--- src/rtl/router_fifo_if.sv ---
// Router output FIFO bus: write side from the register stage/FSM, read side and
// status toward the destination client.
interface router_fifo_if #(
  parameter int DATA_W = 8
);
  logic              write_enb;
  logic              read_enb;
  logic              lfd_state;
  logic [DATA_W-1:0] data_in;
  logic [DATA_W-1:0] data_out;
  logic              full;
  logic              empty;
  logic              pkt_busy;
  logic              pkt_done;
  logic              ovf;

  modport master (
    output write_enb, read_enb, lfd_state, data_in,
    input  data_out, full, empty, pkt_busy, pkt_done, ovf
  );

  modport slave (
    input  write_enb, read_enb, lfd_state, data_in,
    output data_out, full, empty, pkt_busy, pkt_done, ovf
  );
endinterface

--- src/rtl/router_fifo.sv ---
// Per-destination output FIFO of the 1x3 router with header tagging and read-side
// packet tracking. Optional sticky overflow flag enabled by FIFO_OVF_FLAG_EN.
module router_fifo #(
  parameter int DATA_W = 8,
  parameter int ADDR_W = 4,
  parameter int DEPTH  = 16
) (
  input  logic         clk,
  input  logic         rstn,
  input  logic         soft_reset,
  router_fifo_if.slave bus
);

  logic [DATA_W:0]   r_mem [DEPTH];
  logic [ADDR_W:0]   r_wr_ptr;
  logic [ADDR_W:0]   r_rd_ptr;
  logic [6:0]        r_pkt_cnt;
  logic [DATA_W-1:0] r_data_out;
  logic              r_pkt_done;

  logic              w_full;
  logic              w_empty;
  logic              w_wr_acc;
  logic              w_rd_acc;
  logic [DATA_W:0]   w_rd_word;
  logic [6:0]        w_pkt_cnt_nxt;
  logic              w_pkt_done_nxt;

  assign w_empty   = (r_wr_ptr == r_rd_ptr);
  assign w_full    = (r_wr_ptr[ADDR_W] != r_rd_ptr[ADDR_W]) &&
                     (r_wr_ptr[ADDR_W-1:0] == r_rd_ptr[ADDR_W-1:0]);
  // A flush wins over any transfer requested in the same cycle.
  assign w_wr_acc  = bus.write_enb && !w_full && !soft_reset;
  assign w_rd_acc  = bus.read_enb && !w_empty && !soft_reset;
  assign w_rd_word = r_mem[r_rd_ptr[ADDR_W-1:0]];

  // Packet length tracking from the tagged word being read.
  always_comb begin
    w_pkt_cnt_nxt  = r_pkt_cnt;
    w_pkt_done_nxt = 1'b0;
    if (w_rd_acc) begin
      if (w_rd_word[DATA_W]) begin
        // Header length field plus the trailing parity byte.
        w_pkt_cnt_nxt = 7'(w_rd_word[DATA_W-1:2]) + 7'd1;
      end else if (r_pkt_cnt != 7'd0) begin
        w_pkt_cnt_nxt  = r_pkt_cnt - 7'd1;
        w_pkt_done_nxt = (r_pkt_cnt == 7'd1);
      end else begin
        w_pkt_cnt_nxt = 7'd0;
      end
    end else begin
      w_pkt_cnt_nxt = r_pkt_cnt;
    end
  end

  // Storage array; contents are don't-care after reset.
  always_ff @(posedge clk) begin
    if (w_wr_acc) begin
      r_mem[r_wr_ptr[ADDR_W-1:0]] <= {bus.lfd_state, bus.data_in};
    end
  end

  // Pointers, read data and packet state.
  always_ff @(posedge clk or negedge rstn) begin
    if (!rstn) begin
      r_wr_ptr   <= '0;
      r_rd_ptr   <= '0;
      r_pkt_cnt  <= 7'd0;
      r_data_out <= '0;
      r_pkt_done <= 1'b0;
    end else if (soft_reset) begin
      r_wr_ptr   <= '0;
      r_rd_ptr   <= '0;
      r_pkt_cnt  <= 7'd0;
      r_data_out <= '0;
      r_pkt_done <= 1'b0;
    end else begin
      if (w_wr_acc) begin
        r_wr_ptr <= r_wr_ptr + {{ADDR_W{1'b0}}, 1'b1};
      end
      if (w_rd_acc) begin
        r_rd_ptr   <= r_rd_ptr + {{ADDR_W{1'b0}}, 1'b1};
        r_data_out <= w_rd_word[DATA_W-1:0];
      end
      r_pkt_cnt  <= w_pkt_cnt_nxt;
      r_pkt_done <= w_pkt_done_nxt;
    end
  end

`ifdef FIFO_OVF_FLAG_EN
  logic r_ovf;

  // Sticky overflow: any write attempt while full.
  always_ff @(posedge clk or negedge rstn) begin
    if (!rstn) begin
      r_ovf <= 1'b0;
    end else if (soft_reset) begin
      r_ovf <= 1'b0;
    end else if (bus.write_enb && w_full) begin
      r_ovf <= 1'b1;
    end
  end

  assign bus.ovf = r_ovf;
`else
  assign bus.ovf = 1'b0;
`endif

  assign bus.data_out = r_data_out;
  assign bus.full     = w_full;
  assign bus.empty    = w_empty;
  assign bus.pkt_busy = (r_pkt_cnt != 7'd0);
  assign bus.pkt_done = r_pkt_done;

endmodule
--- src/flat_wrapper.sv ---
// flat-port wrapper written by rule: the top's interface ports become plain ports
module router_fifo_flat 
#(
  parameter int DATA_W = 8,
  parameter int ADDR_W = 4,
  parameter int DEPTH  = 16
)
  (clk, rstn, soft_reset, bus_write_enb, bus_read_enb, bus_lfd_state, bus_data_in, bus_data_out, bus_full, bus_empty, bus_pkt_busy, bus_pkt_done, bus_ovf);
  router_fifo_if #(.DATA_W(DATA_W)) bus_i ();
  input  logic clk;
  input  logic rstn;
  input  logic soft_reset;
  input wire logic [$bits(bus_i.write_enb)-1:0] bus_write_enb;
  input wire logic [$bits(bus_i.read_enb)-1:0] bus_read_enb;
  input wire logic [$bits(bus_i.lfd_state)-1:0] bus_lfd_state;
  input wire logic [$bits(bus_i.data_in)-1:0] bus_data_in;
  output wire logic [$bits(bus_i.data_out)-1:0] bus_data_out;
  output wire logic [$bits(bus_i.full)-1:0] bus_full;
  output wire logic [$bits(bus_i.empty)-1:0] bus_empty;
  output wire logic [$bits(bus_i.pkt_busy)-1:0] bus_pkt_busy;
  output wire logic [$bits(bus_i.pkt_done)-1:0] bus_pkt_done;
  output wire logic [$bits(bus_i.ovf)-1:0] bus_ovf;
  assign bus_i.write_enb = bus_write_enb;
  assign bus_i.read_enb = bus_read_enb;
  assign bus_i.lfd_state = bus_lfd_state;
  assign bus_i.data_in = bus_data_in;
  assign bus_data_out = bus_i.data_out;
  assign bus_full = bus_i.full;
  assign bus_empty = bus_i.empty;
  assign bus_pkt_busy = bus_i.pkt_busy;
  assign bus_pkt_done = bus_i.pkt_done;
  assign bus_ovf = bus_i.ovf;
  router_fifo #(.DATA_W(DATA_W), .ADDR_W(ADDR_W), .DEPTH(DEPTH)) u_core (.clk(clk), .rstn(rstn), .soft_reset(soft_reset), .bus(bus_i));
endmodule
--- config.mk ---
export PLATFORM = sky130hd
export DESIGN_NAME = router_fifo_flat
export DESIGN_NICKNAME = d
export VERILOG_FILES = /design/src/rtl/router_fifo_if.sv /design/src/rtl/router_fifo.sv /design/src/flat_wrapper.sv
export SDC_FILE = /design/constraint.sdc
export NUM_CORES = 1
export LEC_CHECK = 0
export CORE_MARGIN = 8
export CORE_UTILIZATION = 25
export DETAILED_ROUTE_END_ITERATION = 12
export GPL_TIMING_DRIVEN = 0
export PLACE_DENSITY_LB_ADDON = 0.05
export SYNTH_ARGS = -nofsm -noshare
export SYNTH_HDL_FRONTEND = slang
export SYNTH_SLANG_ARGS = --single-unit
--- constraint.sdc ---
create_clock -name clk -period 3.25 [get_ports clk]
set_input_delay 0.325 -clock clk [delete_from_list [all_inputs] [get_ports clk]]
set_output_delay 0.325 -clock clk [all_outputs]
set_load 0.02 [all_outputs]
# ---- Word level (Yosys, flattened, before mapping)
# Memories as Yosys holds them, arrays and structs flattened.
# Index checks and enable logic that the tools add are counted.
dict set report classes {
  add_sub_neg 4
  n_eq_ne 4
  mux 16
  reduce_logical 11
}
# operator count
set ops {}
lappend ops {{2-to-1 mux 7 bit} 4}
lappend ops {{2-to-1 mux 5 bit} 4}
lappend ops {{2-to-1 mux 8 bit} 2}
lappend ops {{adder 5 x 1 -> 5 bit (second input constant)} 2}
lappend ops {{adder 6 x 1 -> 7 bit (second input constant)} 1}
lappend ops {{equality test 7 x 1 -> 1 bit (second input constant)} 1}
lappend ops {{nonzero test 7 bit} 1}
lappend ops {{subtractor 7 x 1 -> 7 bit (second input constant)} 1}
lappend ops {{2-to-1 mux 1 bit} 6}
lappend ops {{equality test 5 bit} 1}
lappend ops {{logical AND 1 bit} 5}
lappend ops {{equality test 4 bit} 1}
lappend ops {{nonzero test 2 bit} 2}
lappend ops {{logical NOT 1 bit} 3}
lappend ops {{!= test 1 bit} 1}
dict set report totals {
  reg_bits 26
  ramBits 144
  in_bits 14
  wordCells 41
  memories 1
}
# memory words width read_ports rd_clocked_by_memory_dff write_ports line
set memory_table {}
lappend memory_table {u_core.r_mem 16 9 1 0 1 router_fifo.sv:14} ;# logic [DATA_W:0] r_mem [DEPTH];

# ---- Depth between registers and ports, before layout
dict set report logic_depth {
  word_depth 7
  depth_mapped 11
}

# ---- Least setup slack after synthesis
# OpenSTA, ideal clock, no wires.
dict set report synth_path {
  path_type {register to register}
  from {register u_core.r_rd_ptr[1]}
  to {memory u_core.r_mem[5][0] (netlist name) (enable)}
  arrival_ps 2304
  required_ps 2861
  setup_slack_ps 557
  stages_incl_launch_ff 9
  n_path_buf 3
  synth_period_minus_slack_ps 2693
  path_cell_list {dfrtp_1 -> buf_4 -> buf_6 -> xnor2_1 -> nand4_1 -> o21a_1 -> clkbuf_1 -> and2_1 -> nor3b_1}
}
dict set report synth_via {
  elab_chain_cells 7
}
# item line
set synth_lines {}
lappend synth_lines {{start: declaration} router_fifo.sv:16} ;# logic [ADDR_W:0] r_rd_ptr;
lappend synth_lines {{start signal: assignment} router_fifo.sv:82} ;# r_rd_ptr <= r_rd_ptr + {{ADDR_W{1'b0}}, 1'b1};
lappend synth_lines {{equality test 4 bit} router_fifo.sv:31} ;# (r_wr_ptr[ADDR_W-1:0] == r_rd_ptr[ADDR_W-1:0]);
lappend synth_lines {{logical AND 1 bit} router_fifo.sv:30} ;# assign w_full = (r_wr_ptr[ADDR_W] != r_rd_ptr[ADDR_W]) &&
lappend synth_lines {{logical NOT 1 bit} router_fifo.sv:33} ;# assign w_wr_acc = bus.write_enb && !w_full && !soft_reset;
lappend synth_lines {{logical AND 1 bit (2 in a row)} router_fifo.sv:33}
lappend synth_lines {{2-to-1 mux 1 bit} router_fifo.sv:58} ;# if (w_wr_acc) begin
lappend synth_lines {{2-to-1 mux 1 bit (implied by the code)} router_fifo.sv:59} ;# r_mem[r_wr_ptr[ADDR_W-1:0]] <= {bus.lfd_state, bus.data_in};
lappend synth_lines {{end: declaration} router_fifo.sv:14}
# Every way passes these cells.

# ---- Worst setup path in the final report
dict set report layout_path {
  from {register u_core.r_rd_ptr[1]}
  to {register u_core.r_pkt_cnt[4]}
}
dict set report layout_via {
  elab_chain_cells 5
  word_cells_on_any_way 10
  classes_between {add/sub (1); eq/ne (1); mux (3); reduce/logical (4); memory (1)}
}
# item line
set layout_lines {}
lappend layout_lines {{memory (16 x 9 bit) or equality test 5 bit (tied branches)} --}
lappend layout_lines {{adder 6 x 1 -> 7 bit or logical NOT 1 bit (tied branches)} {router_fifo.sv:44, router_fifo.sv:34}}
lappend layout_lines {{2-to-1 mux 7 bit or logical AND 1 bit (tied branches)} {router_fifo.sv:42, router_fifo.sv:34}}
lappend layout_lines {{2-to-1 mux 7 bit or logical AND 1 bit (tied branches)} {router_fifo.sv:41, router_fifo.sv:34}}
lappend layout_lines {{2-to-1 mux 7 bit or nonzero test 2 bit (tied branches)} --}
lappend layout_lines {{end signal: assignment} router_fifo.sv:85} ;# r_pkt_cnt <= w_pkt_cnt_nxt;
lappend layout_lines {{end: declaration} router_fifo.sv:17} ;# logic [6:0] r_pkt_cnt;
# Several ways; a longest one is shown, not always the timed one. The select of a mux whose other input is x is not followed.
# A chain may end at the register's enable or synchronous reset.

==> impl_metrics.toml <==
[timing]
fin_setup_tns_ns = 0
rsz0062_at_grt = "false"
fin_ws_ns = 0.252
report.final.hold_viol_count = 0
slew_headroom = 0.453
setup_viol = 0
skew_ns = 0.0125
whs_ns = 0.456
final-max-slew-violation-count = 0
min_period_ns = 3.00
tightest_slew_ns = 0.821
max_freq_mhz = 334
fin_crit_sh = 0.922

[finish]
final_common_cell = "edfxtp_1"
syn2layout_area_growth_pct = 19.7
final_area_um2 = 8560
layout-drive-gt1-share = 0.210
final_cells = 861
nNetsFinal = 487
diodes = 0
final_cell_mix = "144 x edfxtp_1, 38 x mux4_2, 29 x nand2_1"

[synthesis]
synth_edf_count = 144
synthTopCellsByArea = "edfxtp_1 60%, mux4_2 12%, dfrtp_1 9.1%, mux2i_1 2.1%, ha_1 1.6%"
synth-seq-area-share = 0.696
yosys.area.top_type_share = 0.605
ys_warn_count = 0
synthesis.nets = 438
yosysUniqueCellTypes = 44
ys_ff_latch = 170
synthArstFlopShare = 0.153
synth_cells = 415
syn_area_um2 = 7150
ys.flop_type = "edfxtp_1"
synth.avg_cell_area_um2 = 17.2
synth_top_cell_by_area = "edfxtp_1"

[routing]
route.vias.total = 3812
viasPerCell = 4.43
drt_iter0_drc = 261
ant_nets = 0
avgRoutedWirePerCell_um = 22.4
first_pass_iters = 4
wirelength_um = 19300
remaining_drc_errors = 0

[global_routing]
overflow = 0
antenna_found_initial = 0
track_usage = 0.118
grt_pass1_vias = 4039
grt_first_pass_wirelength_um = 28300
grt_max_degree = 27

[place]
io_buffers = 25
placed_cell_area_um2 = 7950
dpl.cell_count = 828
gp_congestion = 0.769
pre_cts_ws_ns = -0.0322
dp_hpwl_um = 12600

[clock_tree]
cts.path.max_buffers = 2
root_buffer = "clkbuf_16"
cts.sinks = 170
htree_levels = 4
clock_latency_ns = 0.42
cts_setup_buffers = 0
cts.clk_slew.worst_paths_ns = 0.07
cts_tree = "yes"
cts_buffers = 17

[setup_path]
startpoint_type = "flop"
crit_required_ns = 3.54
ff2ff_setup_slack_ns = 0.25
r2r-start = "u_core.r_rd_ptr[1]"
slowest_stage = "mux2i_2"
ff2ff_path_depth = 10
endpoint_kind = "flop"
reg2reg_to = "u_core.r_pkt_cnt[4]"
cp-startpoint = "u_core.r_rd_ptr[1]"
path_cells = "buf_4 -> buf_6 -> buf_2 -> buf_4 -> mux2i_2 -> ha_1 -> nand2_1 -> o22ai_1 -> xnor2_1 -> o22ai_1"
worstSetupPathType = "flop to flop"
critPathMaxStageDelay_ns = 0.55
worstPathMaxFanout = 10
endpoint = "u_core.r_pkt_cnt[4]"
crit_arrival_ns = 3.28

[floorplanning]
ios = 27
die_w_um = 185
start_util = 0.252
fp.coreArea_um2 = 28400
die_y_um = 185
rows = 62
die_area_um2 = 34300

[pwr]
pwr_density_cell_nw_per_um2 = 642
power_leakage_nw = 2.82
vdd_drop_max_v = 0.000321

[job]
maxCapViolations = 0

[run_status]
status = "finished clean"

[worst_hold_path]
hold_path_class = "input pin to asynchronous set/reset pin"
==> flip-flops by register name, summed over array words and instances, names as in the netlist <==
register / flops
u_core.r_mem: 144
u_core.bus.data_out: 8
u_core.r_pkt_cnt: 7
u_core.r_rd_ptr: 5
u_core.r_wr_ptr: 5
u_core.bus.pkt_done: 1
==> layout make-up <==
class                      instances  area [um^2]
multi-input combinational        213         2030
tap                              384          480
sequential                       170         4970
clock inverter                    12          154
fill                            2874        19800
buffer                            23          129
timing repair buffer              30          304
clock buffer                      20          447
inverter                           9         33.8
==> cell usage after synthesis (4+ instances only) <==
cell type and count:
xnor2_1 11, and2_1 4, buf_2 7, buf_4 7, mux2_2 5, ha_1 9
mux4_2 38, inv_1 8, edfxtp_1 144, clkbuf_1 7, mux2i_1 15, nor3_1 11
nand4_1 6, dfrtp_1 26, nor2_1 18, xor2_1 7, a21oi_1 13, and3_1 12
nand2_1 29
==> routing by layer <==
layer  vias up  global-route usage  routed length (um)
met3         8              0.0259                 553
met4         0              0.0336                 193
met2        60               0.192                9440
li1       1717                   -                   -
met1      2027               0.156                9140
met5         -                   0                   0
==> kinds of logic after synthesis <==
group	after synthesis	synth area share
AO/OA/AOI/OAI	32	0.0284
XOR/XNOR	18	0.0221
adder cells (fa/ha/maj)	9	0.0158
buffers and inverters	32	0.0228
flip-flops	170	0.696
multiplexers	58	0.149
other	1	0.000525
AND/OR/NAND/NOR	95	0.0660
==> critical path: cells and delay by family, from the launching register on <==
kind	cells	cell delay [ns]
buf+inv	4	1.04
mux	1	0.55
flops	1	0.35
compound gates	2	0.35
fa+ha+maj	1	0.32
xor+xnor	1	0.17
simple gates	1	0.06
==> stage by stage <==
| step | utilization | total power [mW] |
|---|---|---|
| after floorplan | - | 3.12 |
| after global placement | 0.277 | 3.46 |
| after detailed placement | 0.280 | 3.46 |
| after CTS | 0.301 | 5.58 |
| after global routing | 0.301 | 5.74 |
| final | 0.301 | 5.50 |
==> power breakdown <==
part | internal (mW) | leakage, nW | switching, mW | total [mW]
clock network | 1.18 | 0.292 | 0.915 | 2.10
logic | 0.401 | 0.875 | 0.537 | 0.938
registers | 2.42 | 1.65 | 0.0404 | 2.46
==> worst min-delay path by stage <==
stage                                      start                      to  slack (ns)  cells after the start
after floorplan                             rstn  u_core.bus.data_out[0]        0.03                      0
final                                       rstn  u_core.bus.data_out[1]        0.46                      2
after global placement    u_core.bus.data_out[0]  u_core.bus.data_out[0]        0.52                      2
after detailed placement  u_core.bus.data_out[6]  u_core.bus.data_out[6]        0.53                      2
after global routing                        rstn  u_core.bus.data_out[0]        0.50                      2
after CTS                 u_core.bus.data_out[6]  u_core.bus.data_out[6]        0.54                      2
==> what timing repair did <==
item | CTS | global route
hold endpoints to repair | 0 | 26
endpoints found under the setup margin | 2 | 0
hold buffers | 0 | 1
resized for setup | 1 | 0
(Power assumes the default switching activity.)
